### src/rtl/pipelined_cla_addsub.sv
// Pipelined carry-lookahead adder/subtractor.
// The operand width is split into CHUNK-bit lookahead groups; stage k resolves group k.
// Each stage registers the partial result, its group carry-out and the upper operand
// bits that later stages still need. A global stall holds every register.
module pipelined_cla_addsub #(
    parameter int unsigned WIDTH = 32,
    parameter int unsigned CHUNK = 8
) (
    input  logic             clock,
    input  logic             reset,
    input  logic             in_valid,
    input  logic [WIDTH-1:0] data_operandA,
    input  logic [WIDTH-1:0] data_operandB,
    input  logic             ctrl_sub,
    input  logic             stall,
    output logic             out_valid,
    output logic [WIDTH-1:0] data_result,
    output logic             carry_out,
    output logic             overflow
);

    localparam int unsigned STAGES = WIDTH / CHUNK;

    // Lookahead within one group: returns {carry_out, sum}.
    // Each bit carry is formed from the group prefix generate/propagate and the carry-in.
    function automatic logic [CHUNK:0] cla_group(
        input logic [CHUNK-1:0] a,
        input logic [CHUNK-1:0] b,
        input logic             cin
    );
        logic [CHUNK-1:0] p;
        logic [CHUNK-1:0] g;
        logic [CHUNK-1:0] c;
        logic             gg;
        logic             pp;
        p  = a ^ b;
        g  = a & b;
        c  = '0;
        gg = 1'b0;
        pp = 1'b1;
        for (int i = 0; i < int'(CHUNK); i++) begin
            c[i] = gg | (pp & cin);
            gg   = g[i] | (p[i] & gg);
            pp   = pp & p[i];
        end
        return {gg | (pp & cin), p ^ c};
    endfunction

    // Subtraction is A + ~B + 1: invert B here, carry-in of group 0 is ctrl_sub.
    logic [WIDTH-1:0] operand_b_eff;
    assign operand_b_eff = data_operandB ^ {WIDTH{ctrl_sub}};

    for (genvar k = 0; k < STAGES; k++) begin : g_stage
        localparam int unsigned SrcW = WIDTH - k * CHUNK;  // operand bits not yet resolved
        localparam int unsigned UpW  = SrcW - CHUNK;       // bits left after this group
        localparam int unsigned ResW = (k + 1) * CHUNK;    // result bits known after this stage

        logic [SrcW-1:0] src_a;
        logic [SrcW-1:0] src_b;
        logic            cin;
        logic            vin;
        logic [CHUNK:0]  grp;
        logic [ResW-1:0] res_d;
        logic [ResW-1:0] res_q;
        logic            c_q;
        logic            v_q;

        if (k == 0) begin : g_src
            assign src_a = data_operandA;
            assign src_b = operand_b_eff;
            assign cin   = ctrl_sub;
            assign vin   = in_valid && !stall;
            assign res_d = grp[CHUNK-1:0];
        end else begin : g_src
            assign src_a = g_stage[k-1].g_up.a_q;
            assign src_b = g_stage[k-1].g_up.b_q;
            assign cin   = g_stage[k-1].c_q;
            assign vin   = g_stage[k-1].v_q;
            assign res_d = {grp[CHUNK-1:0], g_stage[k-1].res_q};
        end

        assign grp = cla_group(src_a[CHUNK-1:0], src_b[CHUNK-1:0], cin);

        // Valid bit: cleared by reset, otherwise advances unless stalled.
        always_ff @(posedge clock) begin
            if (reset) begin
                v_q <= 1'b0;
            end else if (!stall) begin
                v_q <= vin;
            end
        end

        // Result and group carry: only the output stage is reset so outputs read zero.
        always_ff @(posedge clock) begin
            if (reset && (k == STAGES - 1)) begin
                res_q <= '0;
                c_q   <= 1'b0;
            end else if (!stall) begin
                res_q <= res_d;
                c_q   <= grp[CHUNK];
            end
        end

        if (k < STAGES - 1) begin : g_up
            logic [UpW-1:0] a_q;
            logic [UpW-1:0] b_q;

            // Skew the unresolved upper operand bits forward to the next stage.
            always_ff @(posedge clock) begin
                if (!stall) begin
                    a_q <= src_a[SrcW-1:CHUNK];
                    b_q <= src_b[SrcW-1:CHUNK];
                end
            end
        end

        if (k == STAGES - 1) begin : g_last
            logic ov_q;

            // Signed overflow: operand signs agree but the result sign differs.
            always_ff @(posedge clock) begin
                if (reset) begin
                    ov_q <= 1'b0;
                end else if (!stall) begin
                    ov_q <= (src_a[CHUNK-1] == src_b[CHUNK-1]) &&
                            (grp[CHUNK-1] != src_a[CHUNK-1]);
                end
            end
        end
    end

    assign out_valid   = g_stage[STAGES-1].v_q;
    assign data_result = g_stage[STAGES-1].res_q;
    assign carry_out   = g_stage[STAGES-1].c_q;
    assign overflow    = g_stage[STAGES-1].g_last.ov_q;

endmodule
### config.mk
export PLATFORM = sky130hd
export DESIGN_NAME = pipelined_cla_addsub
export DESIGN_NICKNAME = d
export VERILOG_FILES = /design/src/rtl/pipelined_cla_addsub.sv
export SDC_FILE = /design/constraint.sdc
export NUM_CORES = 1
export LEC_CHECK = 0
export CAP_MARGIN = 20
export CORE_ASPECT_RATIO = 1.4
export CORE_MARGIN = 1
export CORE_UTILIZATION = 47
export DETAILED_ROUTE_END_ITERATION = 8
export DONT_BUFFER_PORTS = 1
export HOLD_SLACK_MARGIN = 0.05
export PLACE_DENSITY_LB_ADDON = 0.05
export SKIP_CTS_REPAIR_TIMING = 1
export SYNTH_ARGS = -nofsm -noshare
export SYNTH_HDL_FRONTEND = slang
export SYNTH_SLANG_ARGS = --single-unit
### constraint.sdc
create_clock -name clock -period 7.3 [get_ports clock]
set_input_delay 1.46 -clock clock [delete_from_list [all_inputs] [get_ports clock]]
set_output_delay 1.46 -clock clock [all_outputs]
set_load 0.05 [all_outputs]
### After elaboration in Yosys (flattened, before gate mapping)

Index checks and enable logic that the tools add are counted.

* reductions and logical operators: 3
* equal/unequal tests: 2
* bitwise gates (word level): 161

Operator list (number)
* $and A1 B1 Y1: 88
* $xor A8 B8 Y8: 8
* $or A1 B1 Y1: 60
* $and A8 B8 Y8: 4
* $xor A32 B32 Y32: 1
* $logic_and A1 B1 Y1: 2
* $eq A1 B1 Y1: 1
* $logic_not A1 Y1: 1
* $ne A1 B1 Y1: 1

* word-level logic and storage cells: 185
* register bits: 185
* output and inout port bits: 35
* input port bits: 69

### Depth between registers and ports, before layout

Gate-level depths: netlist of run 1.

* depth in word-level cells: 17
* mapped depth: 9
* gate-level depth less buffers: 7

### Least setup slack after synthesis of run 1

OpenSTA, ideal clock, no wires.

* kind: input to register
* from: in stall
* to: reg g_stage[0].c_q (enable)
* data arrival time: 4369 ps
* stages: 2
* data required time: 5905 ps
* slack: 1537 ps
* buffers on the path: 1
* setup time: 1395 ps
* cell sequence: buf_2 > clkinv_1

RTL lines
* start: declaration: RTL line 15 `input logic stall,`
* end signal: assignment: RTL line 100 `c_q <= grp[CHUNK];`
* end: declaration: RTL line 65 `logic c_q;`

No word-level cell between the ends.

### Worst setup path after layout of run 1

* from: in stall
* to: reg g_stage[0].g_up.b_q[5] (enable)

RTL lines
* end signal: assignment: RTL line 112 `b_q <= src_b[SrcW-1:CHUNK];`
* end: declaration: RTL line 106 `logic [UpW-1:0] b_q;`

No word-level cell between the ends.

==> flow_metrics.py, run 1 <==
metrics = {
    "outcome": {
        "status": "finished clean",
    },
    "drt": {
        "antenna_left": 0,
        "drc": 0,
        "dr.pass1.iters": 4,
        "drt-initial-drc-count": 114,
        "wirelength_um": 10100,
        "wl_per_cell_um": 15.6,
        "via_per_inst": 5.10,
        "num_vias": 3310,
    },
    "pwr": {
        "combPwrFrac_pct": 7.5,
        "p_sw_w": 0.000593,
        "p_per_area_nw_per_um2": 312,
        "vdd_drop_max_mv": 0.118,
        "clkPwrFrac_pct": 37.1,
        "leakagePower_nw": 3.00,
        "p_total_w": 0.00248,
        "swShare_pct": 23.9,
        "seq_power_share_pct": 55.4,
        "p_int_w": 0.00189,
    },
    "timing": {
        "fmax_mhz": 363,
        "period_needed_ns": 2.76,
        "holdWs_ns": 0.411,
        "post-route-period-util_pct": 37.8,
        "setup_viol": 0,
        "rsz0062_at_grt": "no",
        "drv_slew": 0,
        "skew_ns": 0.00912,
        "final-hold-violation-count": 0,
        "finalSetupTns_ns": 0,
        "tightest_slew_ns": 0.805,
        "slew-limit-headroom_pct": 46.3,
    },
    "worst_setup_path": {
        "required_ns": 7.35,
        "crit_type": "primary input to flop",
        "critical_path.top_delay_family": "buffers and inverters",
        "critPathMaxStageDelay_ns": 0.71,
        "cp_max_fo": 97,
        "crit_path_end_kind": "flop",
        "start_kind": "primary input",
        "crit_chain": "inv_6 > buf_4",
        "crit_buf_inv": 2,
        "cp.arrival_ns": 2.81,
        "crit_slowest_cell": "buf_4",
    },
    "synth": {
        "synth.top_cell.area_share_pct": 61.6,
        "ys_top_cells_by_area": "edfxtp_1 (62%), dfxtp_1 (11%), ha_1 (5.6%)",
        "async_reset_ff_share_pct": 0,
        "post-synth-top-area-cell": "edfxtp_1",
        "yosys_register_bits": 185,
        "syn_nets": 542,
        "synth_edf_count": 147,
        "syn_avg_cell_area_um2": 16.4,
        "synthCells": 438,
        "netlist_area_um2": 7170,
        "synth.yosys.warnings": 0,
        "yosys_most_used_dff": "edfxtp_1",
        "ys_types": 35,
        "synth_seq_area_share_pct": 72.2,
    },
    "die": {
        "ios": 104,
        "core-area_um2": 15000,
        "num_rows": 53,
        "initial_core_util_pct": 47.8,
        "die_area_um2": 15800,
        "die_x_um": 106,
        "die_y_um": 148,
    },
    "run": {
        "maxCapViolations": 0,
    },
    "final_layout": {
        "drive_above_1_share_pct": 8.97,
        "fillers": 1239,
        "multi_input_area_um2": 1910,
        "seq_area_um2": 5170,
        "final_cell_mix": "edfxtp_1 (147), xor2_1 (44), dfxtp_1 (38)",
        "insertedDiodeCount": 0,
        "utilization_pct": 53.1,
        "fin_nets": 548,
        "area_growth_pct": 11.0,
        "mostFrequentLayoutCell": "edfxtp_1",
    },
    "clocking": {
        "cts_tree": "yes",
        "clk_pin_slew_ns": 0.07,
        "clockRootBuffer": "clkbuf_16",
        "cts_buffer_depth": 2,
        "clk-insertion-delay-late_ns": 0.42,
        "htree_num_levels": 4,
        "cts.sinks": 185,
        "cts_made_buffers": 17,
    },
    "place": {
        "gp_congestion": 0.735,
        "port-buffer-count": 0,
        "hpwl_um": 6390,
    },
    "grt": {
        "overflow": 0,
        "antenna_found_initial": 0,
        "grt_start_max_net_pins": 98,
        "grt_pass1_vias": 3300,
        "grtUsageTotal_pct": 13.7,
        "grt_pass1_wl_um": 15900,
    },
    "hold_path": {
        "holdCritPathClass": "flop to flop",
    },
}
## final timing paths
kind | cells past startpoint | start | slack [ns] | end
min reg2reg | 0 | g_stage[1].g_up.b_q[12] | 0.41 | g_stage[2].g_up.b_q[4]
max | 2 | stall | 4.54 | g_stage[0].g_up.b_q[5]
max reg2reg | 6 | g_stage[2].g_up.a_q[0] | 5.21 | carry_out
min | 0 | g_stage[1].g_up.b_q[12] | 0.41 | g_stage[2].g_up.b_q[4]
## flip-flops by register name, summed over array words and instances (netlist names)
signal            flops
g_stage.g_up.b_q     48
g_stage.res_q        48
g_stage.v_q           3
data_result          32
out_valid             1
overflow              1
carry_out             1
g_stage.c_q           3
g_stage.g_up.a_q     48
## through the flow
step | worst slack (ns) | std cells | instance area (um^2)
6_report | 4.54 | 649 | 7960
5_1_grt | 4.42 | 649 | 7960
4_1_cts | 4.54 | 649 | 7960
3_5_place_dp | 4.09 | 617 | 7360
3_3_place_gp | 4.13 | 617 | 7360
2_1_floorplan | 1.54 | 438 | 7170
## routing by layer
layer	routed length, um	up-vias	GRT usage, %
li1	-	1635	-
met1	3970	1576	14.2
met2	5350	82	23.8
met3	534	17	5.08
met4	253	0	7.43
met5	0	-	0
## cells by family after synthesis
kind of cell    after synthesis  share of synthesized area (%)
buf+inv                      19                           1.15
mux                          30                           4.19
compound gates               56                           5.58
simple gates                 55                           3.39
flops                       185                           72.2
xor+xnor                     58                           7.09
fa+ha+maj                    35                           6.42
## cells in the mapped netlist (6+ instances only)
cell	count
dfxtp_1	38
nand2_1	8
edfxtp_1	147
o21bai_1	7
a21o_1	9
nor2_1	35
xor2_1	44
buf_2	9
ha_1	32
o21ai_0	6
a21oi_1	13
mux2i_1	30
xnor2_1	14
## area by class of cell
class	instances	share of cell area (%)
timing repair buffer	1	0.0943
clock buffer	19	5.57
multi-input combinational	234	24.0
sequential	185	65.0
tap	192	3.02
inverter	5	0.299
clock inverter	13	1.98
## power groups by stage
| stage | sequential [W] | clock [W] | combinational (W) |
|---|---|---|---|
| 2_1_floorplan | 0.00139 | 0 | 0.000172 |
| 4_1_cts | 0.00138 | 0.000950 | 0.000191 |
| 3_5_place_dp | 0.00140 | 0 | 0.000190 |
| 6_report | 0.00138 | 0.000921 | 0.000188 |
| 3_3_place_gp | 0.00140 | 0 | 0.000182 |
| 5_1_grt | 0.00139 | 0.000993 | 0.000213 |
(Power assumes the default switching activity.)
==> run 2, diff against run 1 <==
clock period = 2.8 ns   (was 7.3 ns; I/O delays follow)
==> run 2 against run 1 <==
Register-to-register slack worse by 4.5 ns. Global-route usage up 0.15 points. Flip-flop and latch count is the same. Non-clock buffer count rose by 3. Combinational power increased to 2.6 times the previous value. Clock skew shrank 0.0035 ns. First-iteration DRC count is 2.6% higher. Clock-buffer cell count grew 4. Setup slack worse by 3.9 ns.
==> flow_metrics.py, run 2 (synthesized netlist as in run 1, its figures left out) <==
metrics = {
    "pwr": {
        "vdd_drop_max_mv": 0.414,
        "p_per_area_nw_per_um2": 816,
        "leakagePower_nw": 3.02,
        "p_total_w": 0.00653,
    },
    "clocking": {
        "clk-insertion-delay-late_ns": 0.42,
        "cts_tree": "yes",
        "htree_num_levels": 4,
        "cts.sinks": 185,
        "clockRootBuffer": "clkbuf_16",
        "cts_buffer_depth": 2,
        "clk_pin_slew_ns": 0.06,
        "cts_made_buffers": 17,
    },
    "die": {
        "core-area_um2": 15000,
        "num_rows": 53,
        "die_x_um": 106,
        "ios": 104,
        "initial_core_util_pct": 47.8,
        "die_y_um": 148,
        "die_area_um2": 15800,
    },
    "timing": {
        "rsz0062_at_grt": "no",
        "skew_ns": 0.00558,
        "setup_viol": 0,
        "fmax_mhz": 472,
        "post-route-period-util_pct": 75.7,
        "drv_slew": 0,
        "slew-limit-headroom_pct": 62.2,
        "fin_ws_ns": 0.679,
        "final-hold-violation-count": 0,
        "finalSetupTns_ns": 0,
        "period_needed_ns": 2.12,
        "tightest_slew_ns": 0.566,
    },
    "grt": {
        "grtUsageTotal_pct": 13.8,
        "grt_pass1_wl_um": 16100,
        "grt_pass1_vias": 3369,
        "antenna_found_initial": 0,
        "grt_start_max_net_pins": 62,
        "overflow": 0,
    },
    "worst_setup_path": {
        "critPathMaxStageDelay_ns": 0.42,
        "crit_chain": "ha_1 > a211oi_1 > o21bai_1 > a31o_2 > a31oi_1 > xnor2_1",
        "cp.arrival_ns": 2.29,
        "crit_path_end_kind": "flop",
        "r2r-start": "g_stage[1].g_up.a_q[0]",
        "crit_slowest_cell": "edfxtp_1",
        "reg2reg_depth": 6,
        "required_ns": 2.97,
        "crit_type": "flop to flop",
        "r2r-end": "g_stage[2].res_q[23]",
        "cp_max_fo": 3,
        "critical_path.top_delay_family": "compound AO/OA/AOI/OAI gates",
        "crit_buf_inv": 0,
        "start_kind": "flop",
        "r2r_slack_ns": 0.68,
    },
    "final_layout": {
        "utilization_pct": 53.4,
        "fillers": 1235,
        "drive_above_1_share_pct": 8.70,
        "fin_nets": 551,
        "final_cell_mix": "edfxtp_1 (147), xor2_1 (44), dfxtp_1 (38)",
        "insertedDiodeCount": 0,
        "reg_top3": "g_stage.g_up.a_q (48), g_stage.g_up.b_q (48), g_stage.res_q (48)",
        "area_growth_pct": 11.6,
        "fin_area_um2": 8000,
        "mostFrequentLayoutCell": "edfxtp_1",
    },
    "place": {
        "port-buffer-count": 0,
        "hpwl_um": 6510,
        "gp_congestion": 0.770,
        "pre_cts_ws_ns": 0.541,
        "place_area_um2": 7390,
    },
    "drt": {
        "drt-initial-drc-count": 117,
        "via_per_inst": 5.10,
        "num_vias": 3325,
        "antenna_left": 0,
        "wirelength_um": 10000,
        "drc": 0,
        "wl_per_cell_um": 15.4,
        "dr.pass1.iters": 4,
    },
    "outcome": {
        "status": "finished clean",
    },
    "run": {
        "maxCapViolations": 0,
    },
    "hold_path": {
        "hold_path_end": "data_result[27]",
        "holdCritStartpoint": "reset",
        "min_path_cells": 1,
        "holdCritPathClass": "primary input to flop",
    },
}
## run 2: where the power goes
group | internal [W] | total [W] | switching (W)
registers | 0.00333 | 0.00358 | 0.000258
logic | 0.000243 | 0.000494 | 0.000251
clock network | 0.00151 | 0.00245 | 0.000937
total | 0.00508 | 0.00653 | 0.00145
## run 2: metal layers
layer	wire length (um)	GRT usage, %	up-vias
met1	3940	14.8	1586
met5	0	0	-
met4	253	7.22	0
met3	490	4.95	17
li1	-	-	1636
met2	5360	23.8	86
## run 2: final cells by class
cell class / instances / area [um^2] / area share, %
well taps: 192 / 240 / 3.00
flip-flops and latches: 185 / 5170 / 64.7
repair buffers: 4 / 42.5 / 0.532
clock buffers: 23 / 458 / 5.72
inverters: 5 / 23.8 / 0.297
clock inverters: 9 / 150 / 1.88
multi-input cells: 234 / 1910 / 23.9
## run 2: worst max path at each step
stage                           start                    to  slack [ns]  depth (start not counted)
2_1_floorplan                ctrl_sub   g_stage[0].res_q[7]        0.31                          9
3_3_place_gp                 ctrl_sub   g_stage[0].res_q[7]        0.56                          7
3_5_place_dp                 ctrl_sub        g_stage[0].c_q        0.54                          7
4_1_cts        g_stage[1].g_up.a_q[0]  g_stage[2].res_q[23]        0.65                          6
5_1_grt        g_stage[2].g_up.a_q[0]             carry_out        0.55                          6
6_report       g_stage[1].g_up.a_q[0]  g_stage[2].res_q[23]        0.68                          6
## run 2: per-stage QoR
stage          std cells  hold WS (ns)
6_report             652         0.209
2_1_floorplan        438         0.400
5_1_grt              652         0.175
3_3_place_gp         620         0.400
3_5_place_dp         620         0.405
4_1_cts              652         0.184
